--- src/rtl/uart_alu.sv ---
// uart_alu: byte-oriented ALU reached over an 8N1 UART link.
//
// A packet is an opcode byte followed by zero, one or two operand bytes.
// The answer is sent back on tx_o as one or two 8N1 frames.
//   0x00 ECHO  A     -> A
//   0x01 ADD   A B   -> (A+B)[7:0], carry (0x00/0x01)
//   0x02 SUB   A B   -> (A-B)[7:0], borrow (0x01 when A<B)
//   0x03 MUL   A B   -> product[7:0], product[15:8]  (only with UART_ALU_MUL_EN)
//   other            -> 0xEE
//
// Build option: define UART_ALU_MUL_EN to include the multiplier and opcode
// 0x03. Without it 0x03 is answered as an unknown opcode.
//
// Parameters:
//   datawidth_p  data bits per frame (only 8 is supported)
//   prescale_p   bit period is 8*prescale_p clk_i cycles
// Ports:
//   clk_i  clock, rising edge
//   rst_i  asynchronous active-high reset; forces tx_o high
//   rx_i   UART serial input, idle high, asynchronous to clk_i
//   tx_o   UART serial output, idle high
module uart_alu #(
  parameter int datawidth_p = 8,
  parameter int prescale_p  = 9
) (
  input  logic clk_i,
  input  logic rst_i,
  input  logic rx_i,
  output logic tx_o
);

  localparam int CNT_W = $clog2(8 * prescale_p);
  localparam logic [CNT_W-1:0] BIT_RELOAD  = CNT_W'(8 * prescale_p - 1);
  localparam logic [CNT_W-1:0] HALF_RELOAD = CNT_W'(4 * prescale_p - 1);

  localparam logic [1:0] R_IDLE  = 2'd0;
  localparam logic [1:0] R_START = 2'd1;
  localparam logic [1:0] R_DATA  = 2'd2;
  localparam logic [1:0] R_STOP  = 2'd3;

  localparam logic [1:0] P_IDLE    = 2'd0;
  localparam logic [1:0] P_GET_A   = 2'd1;
  localparam logic [1:0] P_GET_B   = 2'd2;
  localparam logic [1:0] P_RESPOND = 2'd3;

  localparam logic [datawidth_p-1:0] OP_ECHO  = datawidth_p'(8'h00);
  localparam logic [datawidth_p-1:0] OP_ADD   = datawidth_p'(8'h01);
  localparam logic [datawidth_p-1:0] OP_SUB   = datawidth_p'(8'h02);
  localparam logic [datawidth_p-1:0] ERR_BYTE = datawidth_p'(8'hEE);
`ifdef UART_ALU_MUL_EN
  localparam logic [datawidth_p-1:0] OP_MUL   = datawidth_p'(8'h03);
`endif

  // ---------------------------------------------------------------------------
  // Input synchronizer. All three flops clear to 0 so no falling edge can be
  // seen after reset until rx has been sampled high at least once.
  // ---------------------------------------------------------------------------
  logic rx_meta, rx_sync, rx_prev;

  always_ff @(posedge clk_i or posedge rst_i) begin
    if (rst_i) begin
      rx_meta <= 1'b0;
      rx_sync <= 1'b0;
      rx_prev <= 1'b0;
    end else begin
      rx_meta <= rx_i;
      rx_sync <= rx_meta;
      rx_prev <= rx_sync;
    end
  end

  logic rx_fall;
  assign rx_fall = rx_prev & ~rx_sync;

  // ---------------------------------------------------------------------------
  // Receiver: half-bit delay to the start-bit centre, then one bit period
  // between samples. rx_valid pulses one cycle after a good stop sample.
  // ---------------------------------------------------------------------------
  logic [1:0]             r_state;
  logic [CNT_W-1:0]       r_cnt;
  logic [2:0]             r_bit;
  logic [datawidth_p-1:0] r_shift;
  logic                   rx_valid;
  logic [datawidth_p-1:0] rx_data;

  always_ff @(posedge clk_i or posedge rst_i) begin
    if (rst_i) begin
      r_state  <= R_IDLE;
      r_cnt    <= '0;
      r_bit    <= '0;
      r_shift  <= '0;
      rx_valid <= 1'b0;
      rx_data  <= '0;
    end else begin
      rx_valid <= 1'b0;
      case (r_state)
        R_IDLE: begin
          if (rx_fall) begin
            r_cnt   <= HALF_RELOAD;
            r_state <= R_START;
          end
        end
        R_START: begin
          if (r_cnt != '0) begin
            r_cnt <= r_cnt - CNT_W'(1);
          end else if (rx_sync) begin
            r_state <= R_IDLE;
          end else begin
            r_cnt   <= BIT_RELOAD;
            r_bit   <= '0;
            r_state <= R_DATA;
          end
        end
        R_DATA: begin
          if (r_cnt != '0) begin
            r_cnt <= r_cnt - CNT_W'(1);
          end else begin
            r_shift <= {rx_sync, r_shift[datawidth_p-1:1]};
            r_cnt   <= BIT_RELOAD;
            if (r_bit == 3'd7) r_state <= R_STOP;
            else               r_bit   <= r_bit + 3'd1;
          end
        end
        default: begin
          if (r_cnt != '0) begin
            r_cnt <= r_cnt - CNT_W'(1);
          end else begin
            r_state <= R_IDLE;
            if (rx_sync) begin
              rx_valid <= 1'b1;
              rx_data  <= r_shift;
            end
          end
        end
      endcase
    end
  end

  // ---------------------------------------------------------------------------
  // Result datapath, purely combinational from the registered packet fields.
  // ---------------------------------------------------------------------------
  logic [datawidth_p-1:0] opcode, op_a, op_b;
  logic [datawidth_p-1:0] res_lo, res_hi;
  logic [datawidth_p:0]   sum, diff;

`ifdef UART_ALU_MUL_EN
  logic [2*datawidth_p-1:0] prod;
  assign prod = op_a * op_b;
`endif

  always_comb begin
    sum    = {1'b0, op_a} + {1'b0, op_b};
    diff   = {1'b0, op_a} - {1'b0, op_b};
    res_lo = ERR_BYTE;
    res_hi = '0;
    case (opcode)
      OP_ECHO: res_lo = op_a;
      OP_ADD: begin
        res_lo = sum[datawidth_p-1:0];
        res_hi = datawidth_p'(sum[datawidth_p]);
      end
      OP_SUB: begin
        // The 9th bit of the widened difference is the borrow.
        res_lo = diff[datawidth_p-1:0];
        res_hi = datawidth_p'(diff[datawidth_p]);
      end
`ifdef UART_ALU_MUL_EN
      OP_MUL: {res_hi, res_lo} = prod;
`endif
      default: ;
    endcase
  end

  function automatic logic has_two_operands(input logic [datawidth_p-1:0] op);
`ifdef UART_ALU_MUL_EN
    return (op == OP_ADD) || (op == OP_SUB) || (op == OP_MUL);
`else
    return (op == OP_ADD) || (op == OP_SUB);
`endif
  endfunction

  // ---------------------------------------------------------------------------
  // Packet parser. tx_pending launches the first response byte; the second
  // byte (if any) is loaded on the stop-bit end of the first so frames run
  // back-to-back.
  // ---------------------------------------------------------------------------
  logic [1:0] p_state;
  logic       tx_pending, resp_two, resp_idx;
  logic       tx_busy, tx_last, tx_load;
  logic [3:0] tx_bit;
  logic [CNT_W-1:0]       tx_cnt;
  logic [datawidth_p-1:0] tx_shift, tx_byte;

  assign tx_last = tx_busy && (tx_cnt == '0) && (tx_bit == 4'd9);
  assign tx_load = (p_state == P_RESPOND) &&
                   (tx_pending || (tx_last && resp_two && !resp_idx));
  assign tx_byte = tx_pending ? res_lo : res_hi;

  always_ff @(posedge clk_i or posedge rst_i) begin
    if (rst_i) begin
      p_state    <= P_IDLE;
      opcode     <= '0;
      op_a       <= '0;
      op_b       <= '0;
      tx_pending <= 1'b0;
      resp_two   <= 1'b0;
      resp_idx   <= 1'b0;
    end else begin
      case (p_state)
        P_IDLE: begin
          if (rx_valid) begin
            opcode <= rx_data;
            if ((rx_data == OP_ECHO) || has_two_operands(rx_data)) begin
              p_state <= P_GET_A;
            end else begin
              p_state    <= P_RESPOND;
              tx_pending <= 1'b1;
              resp_two   <= 1'b0;
              resp_idx   <= 1'b0;
            end
          end
        end
        P_GET_A: begin
          if (rx_valid) begin
            op_a <= rx_data;
            if (opcode == OP_ECHO) begin
              p_state    <= P_RESPOND;
              tx_pending <= 1'b1;
              resp_two   <= 1'b0;
              resp_idx   <= 1'b0;
            end else begin
              p_state <= P_GET_B;
            end
          end
        end
        P_GET_B: begin
          if (rx_valid) begin
            op_b       <= rx_data;
            p_state    <= P_RESPOND;
            tx_pending <= 1'b1;
            resp_two   <= 1'b1;
            resp_idx   <= 1'b0;
          end
        end
        default: begin
          // Received bytes are ignored here.
          if (tx_pending) begin
            tx_pending <= 1'b0;
          end else if (tx_last) begin
            if (resp_two && !resp_idx) resp_idx <= 1'b1;
            else                       p_state  <= P_IDLE;
          end
        end
      endcase
    end
  end

  // ---------------------------------------------------------------------------
  // Transmitter. tx_bit: 0 = start, 1..8 = data, 9 = stop.
  // ---------------------------------------------------------------------------
  always_ff @(posedge clk_i or posedge rst_i) begin
    if (rst_i) begin
      tx_o     <= 1'b1;
      tx_busy  <= 1'b0;
      tx_shift <= '0;
      tx_bit   <= '0;
      tx_cnt   <= '0;
    end else if (tx_load) begin
      tx_o     <= 1'b0;
      tx_busy  <= 1'b1;
      tx_shift <= tx_byte;
      tx_bit   <= '0;
      tx_cnt   <= BIT_RELOAD;
    end else if (tx_busy) begin
      if (tx_cnt != '0) begin
        tx_cnt <= tx_cnt - CNT_W'(1);
      end else begin
        tx_cnt <= BIT_RELOAD;
        if (tx_bit == 4'd9) begin
          tx_busy <= 1'b0;
          tx_o    <= 1'b1;
        end else begin
          tx_bit <= tx_bit + 4'd1;
          if (tx_bit == 4'd8) begin
            tx_o <= 1'b1;
          end else begin
            tx_o     <= tx_shift[0];
            tx_shift <= tx_shift >> 1;
          end
        end
      end
    end
  end

endmodule

--- config.mk ---
export PLATFORM = sky130hd
export DESIGN_NAME = uart_alu
export DESIGN_NICKNAME = d
export VERILOG_FILES = /design/src/rtl/uart_alu.sv
export SDC_FILE = /design/constraint.sdc
export NUM_CORES = 1
export LEC_CHECK = 0
export CORE_AREA = 2 2 113 93
export CTS_CLUSTER_SIZE = 30
export DETAILED_ROUTE_END_ITERATION = 16
export DIE_AREA = 0 0 115 95
export PLACE_DENSITY_LB_ADDON = 0.3
export SYNTH_ARGS = -nofsm -noshare
export SYNTH_HDL_FRONTEND = slang
export SYNTH_SLANG_ARGS = --single-unit
--- constraint.sdc ---
create_clock -name clk_i -period 6.1 [get_ports clk_i]
set_input_delay 0.915 -clock clk_i [delete_from_list [all_inputs] [get_ports clk_i]]
set_output_delay 0.915 -clock clk_i [all_outputs]
set_load 0.01 [all_outputs]
==> flow_summary.json <==
{
  "avgViaCountPerCell": 5.834,
  "post_cts.repair.setup_buffers": 0,
  "skew_ns": 0.006457,
  "path_max_fanout": 15,
  "path_clk_slew_ns": 0.06,
  "worstMarginPinSlew_ns": 1.013,
  "max_cap_violations": 0,
  "grt_max_degree": 83,
  "route.detailed.drc": 0,
  "die_h_um": 95,
  "finalHoldViolCount": 0,
  "cts-hold-fix-buffers": 0,
  "crit_chain": "inv_1 > ha_1 > or4b_1 > or2_4 > o31ai_4 > nand2_2 > a311oi_1 > a21oi_1",
  "synthArstFlopShare_pct": 100.0,
  "placed_area_mm2": 0.004870,
  "root_buffer": "clkbuf_16",
  "grt_overflow": 0,
  "die-area_mm2": 0.01093,
  "cts_buffers": 9,
  "routed_wl_mm": 9.488,
  "relSlewSlack_pct": 32.46,
  "maxSlewViolCount": 0,
  "antenna_cells": 0,
  "synthCells": 473,
  "grt_pass1_wl_mm": 16.19,
  "crit_buf_inv": 1,
  "yosysWarningCount": 0,
  "drt_iter0_drc": 303,
  "clk_path_buf_depth": 2,
  "fill_cells": 889,
  "clock_sinks": 82,
  "crit_path_start_kind": "register",
  "peakVddDrop_v": 0.0001990,
  "holdCritPathClass": "reg2reg",
  "wire_per_inst_um": 15.87,
  "fin_crit_sh_pct": 44.00,
  "die_w_um": 115,
  "power_density_mw_per_mm2": 300.7,
  "firstDrtPassIters": 7,
  "synth_fp_nets": 511,
  "grt_util_all_layers_pct": 18.92,
  "synth_seq_cells": 82,
  "cp_top_family": "simple AND/OR/NAND/NOR gates",
  "dpl.hpwl_mm": 6.643,
  "core_mm2": 0.009910,
  "critPathCaptureType": "register",
  "cts_tree": "done",
  "rsz0062_at_grt": "false",
  "fin_nets": 509,
  "outcome": "completed",
  "ant_nets": 0,
  "insertion_delay_ns": 0.34,
  "critPathKind": "reg2reg",
  "grt_antenna_before_repair": 0,
  "power.leakage_nw": 2.443,
  "worstPathArrival_ns": 2.91,
  "cpPeakStageDelay_ns": 0.60,
  "setup_violations": 0,
  "yosysSeqAreaShare_pct": 43.05,
  "place_congestion": 0.9163,
  "ctsResizeCount": 0,
  "port_buffers": 3,
  "synth.avg_cell_area_um2": 10.08,
  "stdcell_area_mm2": 0.005147,
  "setup-tns-final_ns": 0,
  "vias": 3489,
  "start_util_pct": 48.13,
  "area_growth_pct": 7.922,
  "worstPathRequired_ns": 6.32,
  "synth-edff-count": 0,
  "num_rows": 33,
  "drive_above_1_share_pct": 15.34,
  "fin_crit_ns": 2.684,
  "yosysUniqueCellTypes": 67,
  "ys.flop_type": "dfrtp_1",
  "multiInputGateArea_mm2": 0.002516,
  "io_pins": 4,
  "h-tree-depth": 3,
  "critPathSlowestCell": "o31ai_4",
  "register_area_mm2": 0.002053,
  "fmax_mhz": 372.6,
  "synth_area_mm2": 0.004770,
  "grt_pass1_vias": 3353
}
-- synthesized netlist by cell type, types with 3 or more instances --
cell type	count	share of area, %
ha_1	33	8.7
nand2b_1	7	0.92
dfrtp_1	81	42
a21o_1	6	0.94
a21oi_1	24	2.5
buf_2	4	0.42
nand2_1	43	3.4
a211oi_1	4	0.63
mux2_2	43	10
clkbuf_1	9	0.71
o31ai_1	6	0.94
nor4_1	6	0.79
o21a_1	4	0.63
nand3_1	9	0.94
nor2b_1	3	0.39
mux2i_1	9	1.9
o22ai_1	5	0.66
nor2_1	37	2.9
xnor2_1	4	0.73
xor2_1	4	0.73
inv_1	29	2.3
o21ai_0	28	2.9
nor3_1	16	1.7
-- placed cells by master (no fill, tap or decap), drive strengths merged, types with 7 or more instances in the layout --
master and instances:
mux2 43, a21oi 24, nand2 45, dfrtp 81, nand3 9, o21ai 29, mux2i 9, ha 33
clkbuf 10, nor3 17, o31ai 7, nand2b 7, nor2 38, inv 30
-- where the power goes --
| group | internal [mW] | total (mW) | switching [mW] |
|---|---|---|---|
| combinational | 0.148 | 0.386 | 0.238 |
| sequential | 0.598 | 0.657 | 0.0589 |
| clock | 0.279 | 0.505 | 0.226 |
-- stage by stage --
step           power (mW)  setup WS, ns  cells  hold slack, ns  util (%)
5_1_grt             1.650         3.148    598          0.3630     51.94
4_1_cts             1.562         3.417    598          0.3514     51.94
3_3_place_gp        1.029         3.526    582          0.3362     49.14
6_report            1.548         3.416    598          0.3487     51.94
2_1_floorplan      0.9630         3.078    473          0.3312         -
3_5_place_dp        1.048         3.427    582          0.3364     49.14
-- flip-flops by register name (all words and copies together) (netlist names), 3 cells and up --
signal and flops:
rx_data 8, opcode 8, tx_bit 4, tx_cnt 7, op_a 8, tx_shift 8
r_shift 8, op_b 8, r_bit 3, r_cnt 7
-- logic make-up after synthesis --
| logic type | after synthesis | synth area share, % |
|---|---|---|
| compound gates | 108 | 15.27 |
| xor+xnor | 8 | 1.469 |
| buf+inv | 46 | 4.197 |
| simple gates | 142 | 14.48 |
| fa+ha+maj | 35 | 9.496 |
| flops | 82 | 43.05 |
| mux | 52 | 12.04 |
-- routing by layer --
metal  vias to the layer above  track usage (%)  wire [um]
li1                       1696                -          -
met2                        79            29.02       4286
met4                         0            7.631        213
met1                      1697            25.66       4586
met5                         -                0          0
met3                        17            4.878        402
-- cell type report --
class / instances / share of cell area, %
Timing Repair Buffer: 4 / 0.7292
Clock inverter: 6 / 0.9480
Clock buffer: 10 / 4.448
Inverter: 29 / 2.139
Multi-Input combinational cell: 345 / 48.88
Sequential cell: 82 / 39.89
Tap cell: 122 / 2.965
-- worst paths after layout --
kind	start	end	slack, ns	cells past startpoint
setup / recovery	tx_cnt[0]$_DFFE_PP0P_	tx_shift[6]$_DFFE_PP0P_	3.42	8
hold / removal	rx_meta$_DFF_PP0_	rx_sync$_DFF_PP0_	0.35	0
setup reg to reg	tx_cnt[0]$_DFFE_PP0P_	tx_shift[6]$_DFFE_PP0P_	3.42	8
hold reg to reg	rx_meta$_DFF_PP0_	rx_sync$_DFF_PP0_	0.35	0
max in group asynchronous	rst_i	opcode[1]$_DFFE_PP0P_	4.24	3
min in group asynchronous	rst_i	op_a[7]$_DFFE_PP0P_	1.22	3
No activity file was read; power rests on OpenSTA's default activity.
